## src/rtl/data_bus_lsu.sv

```systemverilog
// ============================================================================
// Module      : data_bus_lsu
// Description : RV32I load/store unit bridging the datapath memory port onto an
//               APB-style data bus. Optional build macro LSU_MISALIGN_TRAP_EN
//               traps misaligned halfword/word accesses instead of aligning them.
// Revision    : 1.0 - initial release
// ============================================================================
`default_nettype none

module data_bus_lsu #(
    parameter int TIMEOUT = 16
) (
    input  logic        clk,
    input  logic        reset,
    input  logic        req,
    input  logic        we,
    input  logic [2:0]  funct3,
    input  logic [31:0] addr,
    input  logic [31:0] wdata,
    output logic [31:0] rdata,
    output logic        done,
    output logic        err,
    output logic        misalign,
    output logic        busy,
    output logic [31:0] paddr,
    output logic        psel,
    output logic        penable,
    output logic        pwrite,
    output logic [3:0]  pstrb,
    output logic [31:0] pwdata,
    input  logic [31:0] prdata,
    input  logic        pready,
    input  logic        pslverr
);

    typedef enum logic [1:0] {
        S_IDLE   = 2'd0,
        S_SETUP  = 2'd1,
        S_ACCESS = 2'd2,
        S_RESP   = 2'd3
    } state_t;

    state_t      r_state;
    state_t      w_state_nxt;
    logic        r_we;
    logic [2:0]  r_funct3;
    logic [1:0]  r_lane;
    logic [31:0] r_paddr;
    logic [3:0]  r_pstrb;
    logic [31:0] r_pwdata;
    logic [31:0] r_rdata;
    logic        r_err;
    logic        r_mis;

    logic        w_illegal;
    logic        w_misalign;
    logic        w_timeout;
    logic        w_enter_resp;
    logic        w_err_nxt;
    logic        w_mis_nxt;
    logic [3:0]  w_strb;
    logic [31:0] w_wlanes;
    logic [7:0]  w_byte;
    logic [15:0] w_half;
    logic [31:0] w_load;

    // Stores only exist as SB/SH/SW, so a store with funct3[2] set is also illegal.
    assign w_illegal = (funct3 == 3'b011) || (funct3[2:1] == 2'b11) || (we && funct3[2]);

`ifdef LSU_MISALIGN_TRAP_EN
    assign w_misalign = !w_illegal &&
                        (((funct3[1:0] == 2'b01) && addr[0]) ||
                         ((funct3[1:0] == 2'b10) && (addr[1:0] != 2'b00)));
`else
    assign w_misalign = 1'b0;
`endif

    always_comb begin
        w_strb   = 4'b1111;
        w_wlanes = wdata;
        case (funct3[1:0])
            2'b00: begin
                w_strb   = 4'b0001 << addr[1:0];
                w_wlanes = {4{wdata[7:0]}};
            end
            2'b01: begin
                w_strb   = addr[1] ? 4'b1100 : 4'b0011;
                w_wlanes = {2{wdata[15:0]}};
            end
            default: ;
        endcase
    end

    assign w_byte = prdata[{r_lane, 3'b000} +: 8];
    assign w_half = r_lane[1] ? prdata[31:16] : prdata[15:0];

    always_comb begin
        case (r_funct3)
            3'b000:  w_load = {{24{w_byte[7]}}, w_byte};
            3'b100:  w_load = {24'd0, w_byte};
            3'b001:  w_load = {{16{w_half[15]}}, w_half};
            3'b101:  w_load = {16'd0, w_half};
            default: w_load = prdata;
        endcase
    end

    generate
        if (TIMEOUT > 0) begin : g_timeout
            localparam int CNT_W = (TIMEOUT > 1) ? $clog2(TIMEOUT) : 1;
            logic [CNT_W-1:0] r_cnt;

            always_ff @(posedge clk) begin
                if (reset || (r_state != S_ACCESS) || pready) begin
                    r_cnt <= '0;
                end else begin
                    r_cnt <= r_cnt + CNT_W'(1);
                end
            end

            assign w_timeout = !pready && (r_cnt == CNT_W'(TIMEOUT - 1));
        end else begin : g_no_timeout
            assign w_timeout = 1'b0;
        end
    endgenerate

    always_ff @(posedge clk) begin
        if (reset) begin
            r_state <= S_IDLE;
        end else begin
            r_state <= w_state_nxt;
        end
    end

    always_comb begin
        w_state_nxt  = r_state;
        w_enter_resp = 1'b0;
        w_err_nxt    = 1'b0;
        w_mis_nxt    = 1'b0;
        psel         = 1'b0;
        penable      = 1'b0;
        done         = 1'b0;
        case (r_state)
            S_IDLE: begin
                if (req) begin
                    if (w_illegal || w_misalign) begin
                        w_state_nxt  = S_RESP;
                        w_enter_resp = 1'b1;
                        w_err_nxt    = 1'b1;
                        w_mis_nxt    = w_misalign;
                    end else begin
                        w_state_nxt = S_SETUP;
                    end
                end
            end
            S_SETUP: begin
                psel        = 1'b1;
                w_state_nxt = S_ACCESS;
            end
            S_ACCESS: begin
                psel    = 1'b1;
                penable = 1'b1;
                if (pready) begin
                    w_state_nxt  = S_RESP;
                    w_enter_resp = 1'b1;
                    w_err_nxt    = pslverr;
                end else if (w_timeout) begin
                    w_state_nxt  = S_RESP;
                    w_enter_resp = 1'b1;
                    w_err_nxt    = 1'b1;
                end
            end
            default: begin
                done        = 1'b1;
                w_state_nxt = S_IDLE;
            end
        endcase
    end

    always_ff @(posedge clk) begin
        if (reset) begin
            r_we     <= 1'b0;
            r_funct3 <= 3'd0;
            r_lane   <= 2'd0;
            r_paddr  <= 32'd0;
            r_pstrb  <= 4'd0;
            r_pwdata <= 32'd0;
            r_rdata  <= 32'd0;
            r_err    <= 1'b0;
            r_mis    <= 1'b0;
        end else begin
            if ((r_state == S_IDLE) && req) begin
                r_we     <= we;
                r_funct3 <= funct3;
                r_lane   <= addr[1:0];
                r_paddr  <= {addr[31:2], 2'b00};
                r_pstrb  <= we ? w_strb : 4'd0;
                r_pwdata <= we ? w_wlanes : 32'd0;
            end
            // Load data only changes on completion so it holds between done pulses.
            if (w_enter_resp) begin
                r_err   <= w_err_nxt;
                r_mis   <= w_mis_nxt;
                r_rdata <= (w_err_nxt || r_we) ? 32'd0 : w_load;
            end
        end
    end

    assign rdata    = r_rdata;
    assign err      = r_err;
    assign misalign = r_mis;
    assign busy     = (r_state != S_IDLE);
    assign paddr    = r_paddr;
    assign pwrite   = r_we;
    assign pstrb    = r_pstrb;
    assign pwdata   = r_pwdata;

endmodule

`default_nettype wire

```

## config.mk

```make
export PLATFORM = sky130hd
export DESIGN_NAME = data_bus_lsu
export DESIGN_NICKNAME = d
export VERILOG_FILES = /design/src/rtl/data_bus_lsu.sv
export SDC_FILE = /design/constraint.sdc
export NUM_CORES = 1
export LEC_CHECK = 0
export CORE_MARGIN = 1
export CORE_UTILIZATION = 38
export DETAILED_ROUTE_END_ITERATION = 10
export PLACE_DENSITY_LB_ADDON = 0.12
export SETUP_SLACK_MARGIN = 0.1
export SLEW_MARGIN = 20
export SYNTH_ARGS = -nofsm -noshare
export SYNTH_HDL_FRONTEND = slang
export SYNTH_SLANG_ARGS = --single-unit
```

## constraint.sdc

```tcl
create_clock -name clk -period 1.9 [get_ports clk]
set_clock_uncertainty 0.1 [all_clocks]
set_input_delay 0.38 -clock clk [delete_from_list [all_inputs] [get_ports clk]]
set_output_delay 0.38 -clock clk [all_outputs]
set_load 0.005 [all_outputs]
```

* Word level (Yosys, flattened, before mapping)
Cells that the tools add are included.
** Storage, ports and cells
- Latch bits :: 0
- Memories :: 0
- Flip-flop bits (word level) :: 111
- Memory bits (writable) :: 0
- Bits in read-only memories :: 0
- Output and inout port bits :: 107
- Word-level logic and storage cells :: 64
- Input bits :: 105
** Cells by class
- Muxes and demuxes :: 23
- Bitwise logic cells :: 0
- Magnitude comparators :: 0
- Multiply operators :: 0
- Eq/ne operators :: 12
- Reductions and logical operators :: 16
- Shift operators :: 2
- $add $sub $neg :: 1
- Div/mod/pow operators :: 0
** Operator list (count)
- 32-bit case mux with 4 select lines :: 1
- 32-bit 2-to-1 mux :: 2
- 32-bit case mux with 2 select lines :: 1
- 32-bit by 6-bit indexed part select with 8-bit output :: 1
- 16-bit 2-to-1 mux :: 1
- 1-bit 2-to-1 mux :: 8
- 2-bit 2-to-1 mux :: 4
- 4-bit 2-to-1 mux :: 2
- 4-bit case mux with 2 select lines :: 1
- 3-bit == test, second input constant :: 2
- 2-bit case mux with 3 select lines :: 1
- 1-bit logical OR :: 5
- 4-bit by 1-bit adder with 4-bit output, second input constant :: 1
- 2-bit by 1-bit == test with 1-bit output, second input constant :: 2
- 2-bit == test, second input constant :: 2
- 4-bit == test, second input constant :: 1
- 2-bit logical NOT :: 2
- 2-bit != test, second input constant :: 2
- 1-bit case mux with 2 select lines :: 2
- 1-bit by 2-bit << shifter with 4-bit output, first input constant :: 1
- 3-bit by 1-bit == test with 1-bit output, second input constant :: 1
- 3-bit by 2-bit == test with 1-bit output, second input constant :: 1
- 1-bit logical AND :: 3
- 3-bit logical NOT :: 1
- 6 further kinds :: 6

* Longest topological paths before layout
- Depth in word-level cells :: 8
- Gate-level depth with buffers :: 8

* Worst setup path after synthesis
OpenSTA, ideal clock, no wires.
- Kind :: register -> register
- From :: register r_state[0]
- To :: register r_rdata[7] (netlist: rdata[7])
- Buffers on the path :: 2
- Clock period less this slack :: 1.719 ns
- Data arrival time :: 1.532 ns
- Library setup time :: 0.087 ns
- Slack :: 0.181 ns
- Cell stages (with the launch flop) :: 9
- Data required time :: 1.713 ns
- Cell sequence :: dfxtp_1 > inv_1 > ha_1 > buf_2 > o211a_4 > a221oi_4 > buf_4 > nand2_1 > o31ai_1
** Between the ends
- Cells in the longest elaborated chain, start to end :: 4
- Elaborated cells between the ends (all ways) :: 6
- Those cells by class :: eq/ne (1); mux (3); reduce/logical (2)
** RTL lines
- start, declared :: line 43 : state_t r_state;
- start signal, assigned :: line 130 : r_state <= w_state_nxt;
- 2-bit == test or 2-bit logical NOT (tied branches) :: line 142 : case (r_state)
- 1-bit case mux with 2 select lines :: line 142
- 1-bit logical OR :: line 203 : r_rdata <= (w_err_nxt || r_we) ? 32'd0 : w_load;
- 32-bit 2-to-1 mux :: line 203
- end signal, assigned :: line 203
- end, declared :: line 51 : logic [31:0] r_rdata;
Several ways; a longest one is shown, not always the timed one.
A chain may end at the register's enable or synchronous reset.

* Worst setup path after layout
- From :: register r_state[0]
- To :: output psel
** Between the ends
- Cells in the longest elaborated chain, start to end :: 3
- Elaborated cells between the ends (all ways) :: 4
- Those cells by class :: eq/ne (2); mux (1); reduce/logical (1)
** RTL lines
- 2-bit == test or 2-bit by 1-bit == test with 1-bit output (tied branches) :: line 142
- 2-bit OR reduction (no line) (*)
- 1-bit 2-to-1 mux (*) :: line 142
- end, declared :: line 26 : output logic psel,
Mark *: on every way between the ends. The rest lies on a longest branch, timed or not.

==> metrics <==
status completed; Total GRT Usage 21.2%; Yosys reg bits 111; Row Count 41; ranking of synthesized cells by area dfxtp_1 (45%), nand2_1 (9.0%), a21oi_1 (8.8%), mux2i_1 (5.3%), nor2_1 (4.1%); Die Ht 116 um; Sequential Area 2230 sq um; # IOs 212; initial antenna violation count 0; DP Cell Count 956; Inserted Diodes 0; CP max stage delay 0.35 ns; Root Buffer clkbuf_16; Vias per Instance 5.04; leakage power 0.00299 uW; Avg WL per Cell 15.3 um; Slew Limit Fails 0; CP max FO 3; Placement Setup Slack -0.168 ns; layout cells sized above 1 10.1%; Setup-failing EPs final 0; area leader, netlist dfxtp_1; cell breakdown of the critical path inv_2, ha_4, dlygate4sd2_1; area of the multi-input gates 2410 sq um; vias in the first global route 4501; Final HPWL DP 10700 um; Finished Layout Cells 977; full die area 13400 sq um; number of flops mapped to enable cells by yosys 0; Area growth, synth to finish 57.9%; grt ovf 0; largest net degree at the start of global routing 62; peak supply drop 0.470 mV; Yosys warning count 0; Buf/Inv on CP 2; post-route cell area 7740 sq um; number of max-cap violations 0; Clock Tree Buf Depth 2; Top FF cell, synth dfxtp_1; nets 909; remaining antenna violation count after routing 0; cell area after placement 7340 sq um; drt drc 0; worst-skew pair later-pin latency 0.35 ns; Fin Setup TNS 0 ns; final wirelength 14900 um; sinks on the clock net 111; Syn Area/Cell 8.31 sq um; area share of the largest cell type after synthesis 45.3%; ys async rst share 0%; via count 4922; Crit path arrival time 1.26 ns; synthesized cell area 4900 sq um; Fin. Hold Viols 0; Syn Inst Count 590; top cell family by delay on the critical path flip-flops; Initial Utilization 38.9%; Setup crit end kind output port; total CTS buffers 9; most frequent cells in the layout clkdlybuf4s50_1 (203), nand2_1 (116), dfxtp_1 (106); first-pass GRT wire length 22200 um; CTS tree done; initial DRC count 228; critical path's slowest cell dfxtp_2; DIE WIDTH 116 um; Buffers on Ports 208; Tmin final 1.74 ns; reg2reg setup slack 0.17 ns; Worst Path Required 1.42 ns; fmax 0.574 GHz; pwr dens 1000 nW/um^2; hold_buf cts 0; Setup CP Type flip-flop to output port; core region area 12600 sq um; fillers 1161; DRT Pass-1 Iters 4; CTS clock-pin slew for the worst setup and hold paths 0.07 ns; H-tree depth 3; Yosys cell types 52; worst min path class flip-flop to flip-flop; GP Congestion 0.777; Final Cycle Share 91.7%; RSZ-0062 raised after global routing no; commonest non-fill, non-tap cell in the layout clkdlybuf4s50_1; register area share after synthesis 45.3%; total design power 7760 uW; CP startpoint kind flip-flop; post-route worst setup slack 0.157 ns
synthesized netlist by cell type, types with 7 or more instances:
cell type and number:
a21oi_1 86, nor2_1 53, o32ai_1 8, inv_1 15, o21ai_0 26, mux2i_1 26
buf_2 11, a22oi_1 10, and2_1 8, clkbuf_1 19, a22o_1 14, dfxtp_1 111
buf_6 7, o21ai_2 9, nand2_1 117
power breakdown:
| part | internal [uW] | leakage [uW] | switching [uW] | total (uW) |
|---|---|---|---|---|
| clock | 960 | 0.000136 | 853 | 1810 |
| combinational | 1690 | 0.00195 | 1430 | 3130 |
| sequential | 2630 | 0.000905 | 194 | 2830 |
| total | 5280 | 0.00299 | 2480 | 7760 |
registers in the layout, summed over array words and instances (netlist names):
name and count:
r_state 2, r_funct3 3, pstrb 4, rdata 32, paddr 30, pwdata 32, g_timeout.r_cnt 4, r_lane 2
err 1, pwrite 1
routing by layer:
layer	vias up	GRT usage [%]	wire (um)	share of wire [%]
li1	2437	-	-	-
met1	2278	25.1	6100	41
met2	187	35.3	7210	48
met3	20	7.11	1350	9.0
met4	0	8.31	263	1.8
met5	-	0	0	0
cells by family after synthesis:
family / Yosys count / synth area share, %
xor+xnor: 2 / 0.357
other cells: 1 / 0.0765
compound gates: 180 / 23.7
flops: 111 / 45.3
buf+inv: 62 / 6.46
mux: 26 / 5.31
fa+ha+maj: 4 / 1.02
simple gates: 204 / 17.8
repair_timing:
action | 4_1_cts | 5_1_grt
resized for setup | 7 | 11
setup endpoints to repair | 6 | 23
cloned | 0 | 2
pin swaps | 0 | 2
setup buffers | 1 | 2
path summary, 6_finish.rpt:
check                           from            endpoint  depth (start not counted)
setup / recovery          r_state[0]                psel                          3
hold / removal    g_timeout.r_cnt[0]  g_timeout.r_cnt[0]                          1
setup reg to reg  g_timeout.r_cnt[0]            rdata[9]                          6
hold reg to reg   g_timeout.r_cnt[0]  g_timeout.r_cnt[0]                          1
per-stage QoR:
step	hold slack, ns	util (%)
2_1_floorplan	0.318	-
3_3_place_gp	0.324	58.1
3_5_place_dp	0.345	58.1
4_1_cts	0.335	60.4
5_1_grt	0.357	61.4
6_report	0.326	61.4
cell type report:
cell class | instances | area share, %
repair buffers | 243 | 33.0
multi-input cells | 419 | 31.1
flip-flops and latches | 111 | 28.8
clock buffers | 13 | 3.36
well taps | 172 | 2.78
inverters | 16 | 0.775
clock inverters | 3 | 0.226
No activity file was read; power rests on OpenSTA's default activity.
